### src/rtl/qupls_alu_issue_ctrl.sv
// Single-lane ALU issue controller: round-robin grant, latency-class sequencing, writeback slot.
// Optional macro QUPLS_ALU_DIV_TIMEOUT_EN adds a DIV_TMO-cycle divide watchdog.
module qupls_alu_issue_ctrl #(
  parameter int unsigned NREQ    = 4,
  parameter int unsigned TAGW    = 6,
  parameter int unsigned WID     = 64,
  parameter int unsigned MUL_LAT = 4,
  parameter int unsigned DIV_TMO = 255
) (
  input  logic                                       clk_i,
  input  logic                                       rst_i,
  input  logic [NREQ-1:0]                            req_i,
  input  logic [2*NREQ-1:0]                          req_cls_i,
  input  logic [TAGW*NREQ-1:0]                       req_tag_i,
  output logic [NREQ-1:0]                            gnt_o,
  output logic                                       alu_ld_o,
  output logic [((NREQ > 1) ? $clog2(NREQ) : 1)-1:0] alu_sel_o,
  input  logic [WID-1:0]                             alu_o_i,
  input  logic                                       alu_div_done_i,
  input  logic                                       alu_dbz_i,
  output logic                                       wb_v_o,
  output logic [TAGW-1:0]                            wb_tag_o,
  output logic [WID-1:0]                             wb_res_o,
  output logic [1:0]                                 wb_exc_o,
  input  logic                                       wb_stall_i,
  output logic                                       busy_o
);

  localparam int unsigned SELW     = (NREQ > 1) ? $clog2(NREQ) : 1;
  localparam int unsigned CNT_LIM0 = (MUL_LAT > DIV_TMO) ? MUL_LAT : DIV_TMO;
  localparam int unsigned CNT_LIM  = (CNT_LIM0 < 2) ? 2 : CNT_LIM0;
  localparam int unsigned CNTW     = $clog2(CNT_LIM + 1);

  typedef enum logic [1:0] {IDLE, EXEC1, MULW, DIVW} state_e;

  state_e            state_q, state_d;
  logic [SELW-1:0]   ptr_q, ptr_d;
  logic [SELW-1:0]   sel_q, sel_d;
  logic [TAGW-1:0]   tag_q, tag_d;
  logic [CNTW-1:0]   cnt_q, cnt_d;
  logic              wb_v_q, wb_v_d;
  logic [TAGW-1:0]   wb_tag_q, wb_tag_d;
  logic [WID-1:0]    wb_res_q, wb_res_d;
  logic [1:0]        wb_exc_q, wb_exc_d;

  logic              found;
  logic [SELW-1:0]   win;
  logic [1:0]        win_cls;
  logic [TAGW-1:0]   win_tag;
  logic              cap;
  logic [WID-1:0]    cap_res;
  logic [1:0]        cap_exc;

  function automatic int wrap_idx(input int a);
    return (a >= int'(NREQ)) ? a - int'(NREQ) : a;
  endfunction

  // Round-robin search starting at the pointer; first asserted request wins.
  always_comb begin
    found   = 1'b0;
    win     = '0;
    win_cls = 2'b00;
    win_tag = '0;
    for (int i = 0; i < int'(NREQ); i++) begin
      for (int k = 0; k < int'(NREQ); k++) begin
        if (!found && req_i[k] && (wrap_idx(int'(ptr_q) + i) == k)) begin
          found = 1'b1;
          win   = SELW'(k);
        end
      end
    end
    for (int k = 0; k < int'(NREQ); k++) begin
      if (win == SELW'(k)) begin
        win_cls = req_cls_i[2*k +: 2];
        win_tag = req_tag_i[k*TAGW +: TAGW];
      end
    end
  end

  // Sequencer next state, grant strobes and writeback slot update.
  always_comb begin
    state_d  = state_q;
    ptr_d    = ptr_q;
    sel_d    = sel_q;
    tag_d    = tag_q;
    cnt_d    = cnt_q;
    gnt_o    = '0;
    alu_ld_o = 1'b0;
    cap      = 1'b0;
    cap_res  = '0;
    cap_exc  = 2'b00;

    case (state_q)
      IDLE: begin
        if (!rst_i && found && (!wb_v_q || !wb_stall_i)) begin
          gnt_o[win] = 1'b1;
          alu_ld_o   = 1'b1;
          sel_d      = win;
          tag_d      = win_tag;
          cnt_d      = '0;
          ptr_d      = (win == SELW'(NREQ - 1)) ? '0 : win + SELW'(1);
          case (win_cls)
            2'b01:   state_d = MULW;
            2'b10:   state_d = DIVW;
            default: state_d = EXEC1;
          endcase
        end
      end
      EXEC1: begin
        cap     = 1'b1;
        cap_res = alu_o_i;
        state_d = IDLE;
      end
      MULW: begin
        if (cnt_q == CNTW'(MUL_LAT - 1)) begin
          cap     = 1'b1;
          cap_res = alu_o_i;
          state_d = IDLE;
        end else begin
          cnt_d = cnt_q + CNTW'(1);
        end
      end
      DIVW: begin
        // cnt_q==0 is the first cycle after load: a stale done from the 2x domain is ignored
        if ((cnt_q != '0) && alu_div_done_i) begin
          cap     = 1'b1;
          cap_res = alu_o_i;
          cap_exc = alu_dbz_i ? 2'b01 : 2'b00;
          state_d = IDLE;
`ifdef QUPLS_ALU_DIV_TIMEOUT_EN
        end else if (cnt_q == CNTW'(DIV_TMO - 1)) begin
          cap     = 1'b1;
          cap_res = '0;
          cap_exc = 2'b10;
          state_d = IDLE;
`endif
        end else if (cnt_q != CNTW'(CNT_LIM)) begin
          cnt_d = cnt_q + CNTW'(1);
        end
      end
      default: state_d = IDLE;
    endcase

    wb_v_d   = wb_v_q;
    wb_tag_d = wb_tag_q;
    wb_res_d = wb_res_q;
    wb_exc_d = wb_exc_q;
    if (cap) begin
      wb_v_d   = 1'b1;
      wb_tag_d = tag_q;
      wb_res_d = cap_res;
      wb_exc_d = cap_exc;
    end else if (wb_v_q && !wb_stall_i) begin
      wb_v_d = 1'b0;
    end
  end

  always_ff @(posedge clk_i) begin
    if (rst_i) begin
      state_q  <= IDLE;
      ptr_q    <= '0;
      sel_q    <= '0;
      tag_q    <= '0;
      cnt_q    <= '0;
      wb_v_q   <= 1'b0;
      wb_tag_q <= '0;
      wb_res_q <= '0;
      wb_exc_q <= 2'b00;
    end else begin
      state_q  <= state_d;
      ptr_q    <= ptr_d;
      sel_q    <= sel_d;
      tag_q    <= tag_d;
      cnt_q    <= cnt_d;
      wb_v_q   <= wb_v_d;
      wb_tag_q <= wb_tag_d;
      wb_res_q <= wb_res_d;
      wb_exc_q <= wb_exc_d;
    end
  end

  assign alu_sel_o = sel_q;
  assign wb_v_o    = wb_v_q;
  assign wb_tag_o  = wb_tag_q;
  assign wb_res_o  = wb_res_q;
  assign wb_exc_o  = wb_exc_q;
  assign busy_o    = (state_q != IDLE);

endmodule

### config.mk
export PLATFORM = sky130hd
export DESIGN_NAME = qupls_alu_issue_ctrl
export DESIGN_NICKNAME = d
export VERILOG_FILES = /design/src/rtl/qupls_alu_issue_ctrl.sv
export SDC_FILE = /design/constraint.sdc
export NUM_CORES = 1
export LEC_CHECK = 0
export CORE_UTILIZATION = 30
export CTS_CLUSTER_SIZE = 16
export DETAILED_ROUTE_END_ITERATION = 6
export GPL_ROUTABILITY_DRIVEN = 0
export SYNTH_ARGS = -nofsm -noshare
export SYNTH_HDL_FRONTEND = slang
export SYNTH_SLANG_ARGS = --single-unit
### constraint.sdc
create_clock -name clk_i -period 4.3 [get_ports clk_i]
set_clock_uncertainty 0.05 [all_clocks]
set_input_delay 0.43 -clock clk_i [delete_from_list [all_inputs] [get_ports clk_i]]
set_output_delay 0.43 -clock clk_i [all_outputs]
set_load 0.1 [all_outputs]
Word level (Yosys, flattened, before mapping). Cells that the tools add are included. W data, S select, Z words.

Equality and inequality tests: 28. Reductions and logical operators: 68. Mux-type cells: 71. Add/subtract/negate cells: 9. Order comparisons: 6.

Operator list (number): $eq A32 B3 Y1 const B (8); $pmux W64 S3 (1); $eq A32 B2 Y1 const B (4); $logic_not A32 Y1 (4); $mux W32 (4); $mux W64 (2); $mux W2 (22); $logic_and A1 B1 Y1 (36); $mux W8 (4); $mux W1 (27); $mux W6 (4); $pmux W8 S3 (1); $logic_not A1 Y1 (18); $ne A2 B2 Y1 const B (6); $sub A3 B3 Y4 const B (3); $eq A2 B2 Y1 const B (5); $ge A3 B3 Y1 const B (3); $add A8 B1 Y8 const B (1); $eq A8 B2 Y1 const B (1); $mux W4 (2); $ne A8 B8 Y1 const B (1); $pmux W2 S4 (1); $reduce_bool A8 Y1 (1); $add A2 B2 Y3 const B (2); 17 further kinds (21).

Register bits after elaboration: 93. Word-level logic and storage cells: 191.

Logic depth before layout (Yosys ltp).
Word-level depth: 74. Depth in mapped cells: 16. Depth with buffers taken out: 15.

Least setup slack after synthesis. Ideal clock, no wire load.

Path type: reg-to-output. Start point: register state_q[0]. End point: output port gnt_o[0]. Data required time: 3820 ps. Data arrival time: 3653 ps. Cell stages (with the launch flop): 6. Slack: 167 ps. Buffers on the path: 2. Cells stage by stage: dfxtp_1 or2_2 clkbuf_1 nor3_2 clkbuf_1 and2_1.

Word-level cells in the longest chain between the ends: 2.

RTL lines: start, declared (RTL line 36) `state_e state_q, state_d;`; start signal, assigned (RTL line 170) `state_q <= state_d;`; $logic_not A2 Y1 (RTL line 93) `case (state_q)`; $mux W4 (RTL line 93); end, declared (RTL line 15) `output logic [NREQ-1:0] gnt_o,`.

Every way passes these cells.

Worst setup path in the final report.
Start point: input port req_i[0]. End point: output port gnt_o[3].

Word-level cells in the longest chain between the ends: 68. Elaborated cells between the ends (all ways): 86.

RTL lines: start, declared (RTL line 12) `input logic [NREQ-1:0] req_i,`; $logic_and A1 B1 Y1 (RTL line 66) `if (!found && req_i[k] && (wrap_idx(int'(ptr_q) + i) == k)) begin`; $mux W1 (RTL line 66); $logic_not A1 Y1 (RTL line 66); $logic_and A1 B1 Y1 (2 in a row) (RTL line 66); $mux W1 (RTL line 66); $logic_not A1 Y1 (RTL line 66); $logic_and A1 B1 Y1 (2 in a row) (RTL line 66); $mux W1 (RTL line 66); (+51 left out); $mux W2 * (RTL line 66); via win[0] (RTL line 47) `logic [SELW-1:0] win;`; $lt A2 B3 Y1 (not written as such) / $ge A2 B1 Y1 (equally long branches) (RTL line 96) `gnt_o[win] = 1'b1;`; $logic_and A1 B1 Y1 (not written as such) (RTL line 96); $mux W1 (not written as such) (RTL line 96); $demux W1 S2 * (RTL line 96); $mux W4 * (RTL line 95) `if (!rst_i && found && (!wb_v_q || !wb_stall_i)) begin`; $mux W4 * (RTL line 93).

The timed path passes the listed nets; every way through them passes the cells marked *.

==> reports/metrics.yaml <==
clocking:
  path_clk_slew_ns: 0.07
  cts_buffers: 9
  ctsHoldBuffers: 0
  cts_tree: "yes"
  cts_htree_levels: 3
  postCtsSetupBuffers: 0
  clock_latency_ns: 0.33
  cts_sinks: 92
  clock_path_buffers: 2
  cts-root-buf: "clkbuf_16"
  cts_resized: 0
power_and_ir_drop:
  power_leakage_uw: 0.00216
  peakVddDrop_uv: 308
  switching_share: 0.531
  switchingPower_uw: 2520
  seqPwrFrac: 0.255
  power.density_nw_per_um2: 780
  total_power_uw: 4740
  p_int_uw: 2230
  p_comb_frac: 0.576
  clockPowerShare: 0.168
place:
  port_buffers: 184
  dp_hpwl_um: 7420
synthesis:
  ys_seq_area_frac: 0.480
  syn_inst: 492
  synth_top_area_cell: "dfxtp_1"
  yosys-top-cells-count: "147 x nand2_1, 93 x a21oi_1, 92 x dfxtp_1"
  synthDistinctLibCells: 43
  yosysTopAreaCellShare: 0.480
  synth_ff_type: "dfxtp_1"
  ys_warn_count: 0
  synth_area_leaders: "dfxtp_1 48%, nand2_1 14%, a21oi_1 12%, clkbuf_1 2.3%, ha_1 2.3%"
  avgSynthCellArea_um2: 7.80
  ys_async_sr_fraction: 0
  ys_ff_latch: 92
  synth_fp_nets: 604
  synth_most_common_cell: "nand2_1"
  syn-cell-area_um2: 3840
  synth_enable_flop_cells: 0
worst_hold_path:
  hp-class: "flip-flop to flip-flop"
  min_from: "wb_tag_o[1]$_SDFFE_PP0P_"
timing:
  hold_violations: 0
  finalSetupViolCount: 0
  report.final.slew_viol_count: 0
  period_share: 0.771
  tightestPinTransition_ns: 1.15
  fin_crit_ns: 3.32
  slew_headroom: 0.231
  fmax_mhz: 302
  rsz0062_at_grt: "no"
  fin_setup_tns_ns: 0
final_layout:
  area_growth_pct: 58.3
  drive_above_1_share: 0.0485
  fin_nets: 767
  num_antenna_cells: 0
status:
  run_status: "finished, final reports clean"
critical_path:
  arrival_ns: 2.84
  path_max_fanout: 17
  cp.required_ns: 3.82
  r2r-start: "ptr_q[1]$_SDFFE_PP0P_"
  cp-startpoint: "req_i[0]"
  worstSetupEndpointType: "primary output"
  start_kind: "input port"
  crit_type: "input port to primary output"
detailed_routing:
  wire_per_inst_um: 12.8
  drc: 0
  drt_wl_total_um: 10600
  ant_nets: 0
  first_pass_iters: 4
  drtIter0Drc: 266
  num_vias: 3847
  vias_per_cell: 4.65
floorplanning:
  die_y_um: 115
  core_area_um2: 12300
  floorplan.initialDensity: 0.313
  die_x_um: 115
  num_rows: 40
  dieArea_um2: 13300
  io-pin-count: 186
grt:
  grt_pass1_wl_um: 16900
  grt_pass1_vias: 3602
  antenna_found_initial: 0
  grt_use_total: 0.161
  gr-total-overflow: 0
  grt_max_degree: 87
run:
  cap_violations: 0
## sequential cells by signal, summed over array words and instances (netlist names)
name,count
wb_res_o,64
cnt_q,8
tag_q,6
wb_tag_o,6
alu_sel_o,2
ptr_q,2
state_q,2
wb_exc_o,1
wb_v_o,1
## critical path, stage by stage
cell             delay (ns)
clkdlybuf4s50_1        0.48
mux2i_1                0.16
nor2_1                 0.06
a311oi_1               0.59
ha_1                   0.61
and2_1                 0.21
buf_4                  0.29
## per-layer routing
metal | wire, um | share of wire | track usage
met1 | 4750 | 0.45 | 0.192
met3 | 798 | 0.075 | 0.0438
met5 | 0 | 0 | 0
met2 | 4910 | 0.46 | 0.273
met4 | 155 | 0.015 | 0.0675
## power by group through the flow
stage	registers [uW]	logic [uW]	clock network (uW)
finish	1210	2730	798
detailed placement	1230	2750	0
global placement	1230	2720	0
CTS	1210	2750	826
floorplan	2570	754	0
global route	1240	2880	865
## layout by cell type, fill, tap and decap left out, drive strengths merged, types with 2 or more instances in the layout
cell type / instances
a211oi: 9
a21oi: 93
a221oi: 6
and2: 7
buf: 10
clkbuf: 11
clkdlybuf4s50: 178
clkinvlp: 3
dfxtp: 92
ha: 7
inv: 8
mux2i: 4
nand2: 147
nand3: 5
nand3b: 2
nor2: 19
nor2b: 13
nor3: 7
nor4: 3
o21a: 2
o21ai: 4
o31ai: 5
or2: 2
or4: 5
## path summary, 6_finish.rpt
kind,endpoint,slack (ns),cells past startpoint
setup / recovery,gnt_o[3],0.98,7
hold / removal,wb_tag_o[1]$_SDFFE_PP0P_,0.40,2
setup reg to reg,state_q[1]$_SDFFE_PP0P_,1.12,14
hold reg to reg,wb_tag_o[1]$_SDFFE_PP0P_,0.40,2
## kinds of logic after synthesis
| logic type | count (synthesis) | synth area share |
|---|---|---|
| compound gates | 128 | 0.192 |
| other cells | 1 | 0.000977 |
| buf+inv | 44 | 0.0482 |
| mux | 4 | 0.0104 |
| simple gates | 216 | 0.246 |
| flops | 92 | 0.480 |
| fa+ha+maj | 7 | 0.0228 |
## stage by stage
stage / util / setup WS [ns] / instances / instance area (um2) / hold slack (ns)
3_5_place_dp: 0.471 / 0.708 / 812 / 5780 / 0.393
6_report: 0.496 / 0.984 / 828 / 6080 / 0.399
3_3_place_gp: 0.471 / 0.844 / 812 / 5780 / 0.388
4_1_cts: 0.496 / 0.969 / 828 / 6080 / 0.402
2_1_floorplan: - / 0.167 / 492 / 3840 / 0.387
5_1_grt: 0.496 / 0.717 / 828 / 6080 / 0.416
## area by class of cell
class,instances,area (um2)
clock buffers,11,243
clock inverters,5,61.3
fillers,1178,6180
inverters,8,30.0
multi-input cells,356,1830
flip-flops and latches,92,1840
well taps,168,210
repair buffers,188,1870
No activity file was read; power rests on OpenSTA's default activity.
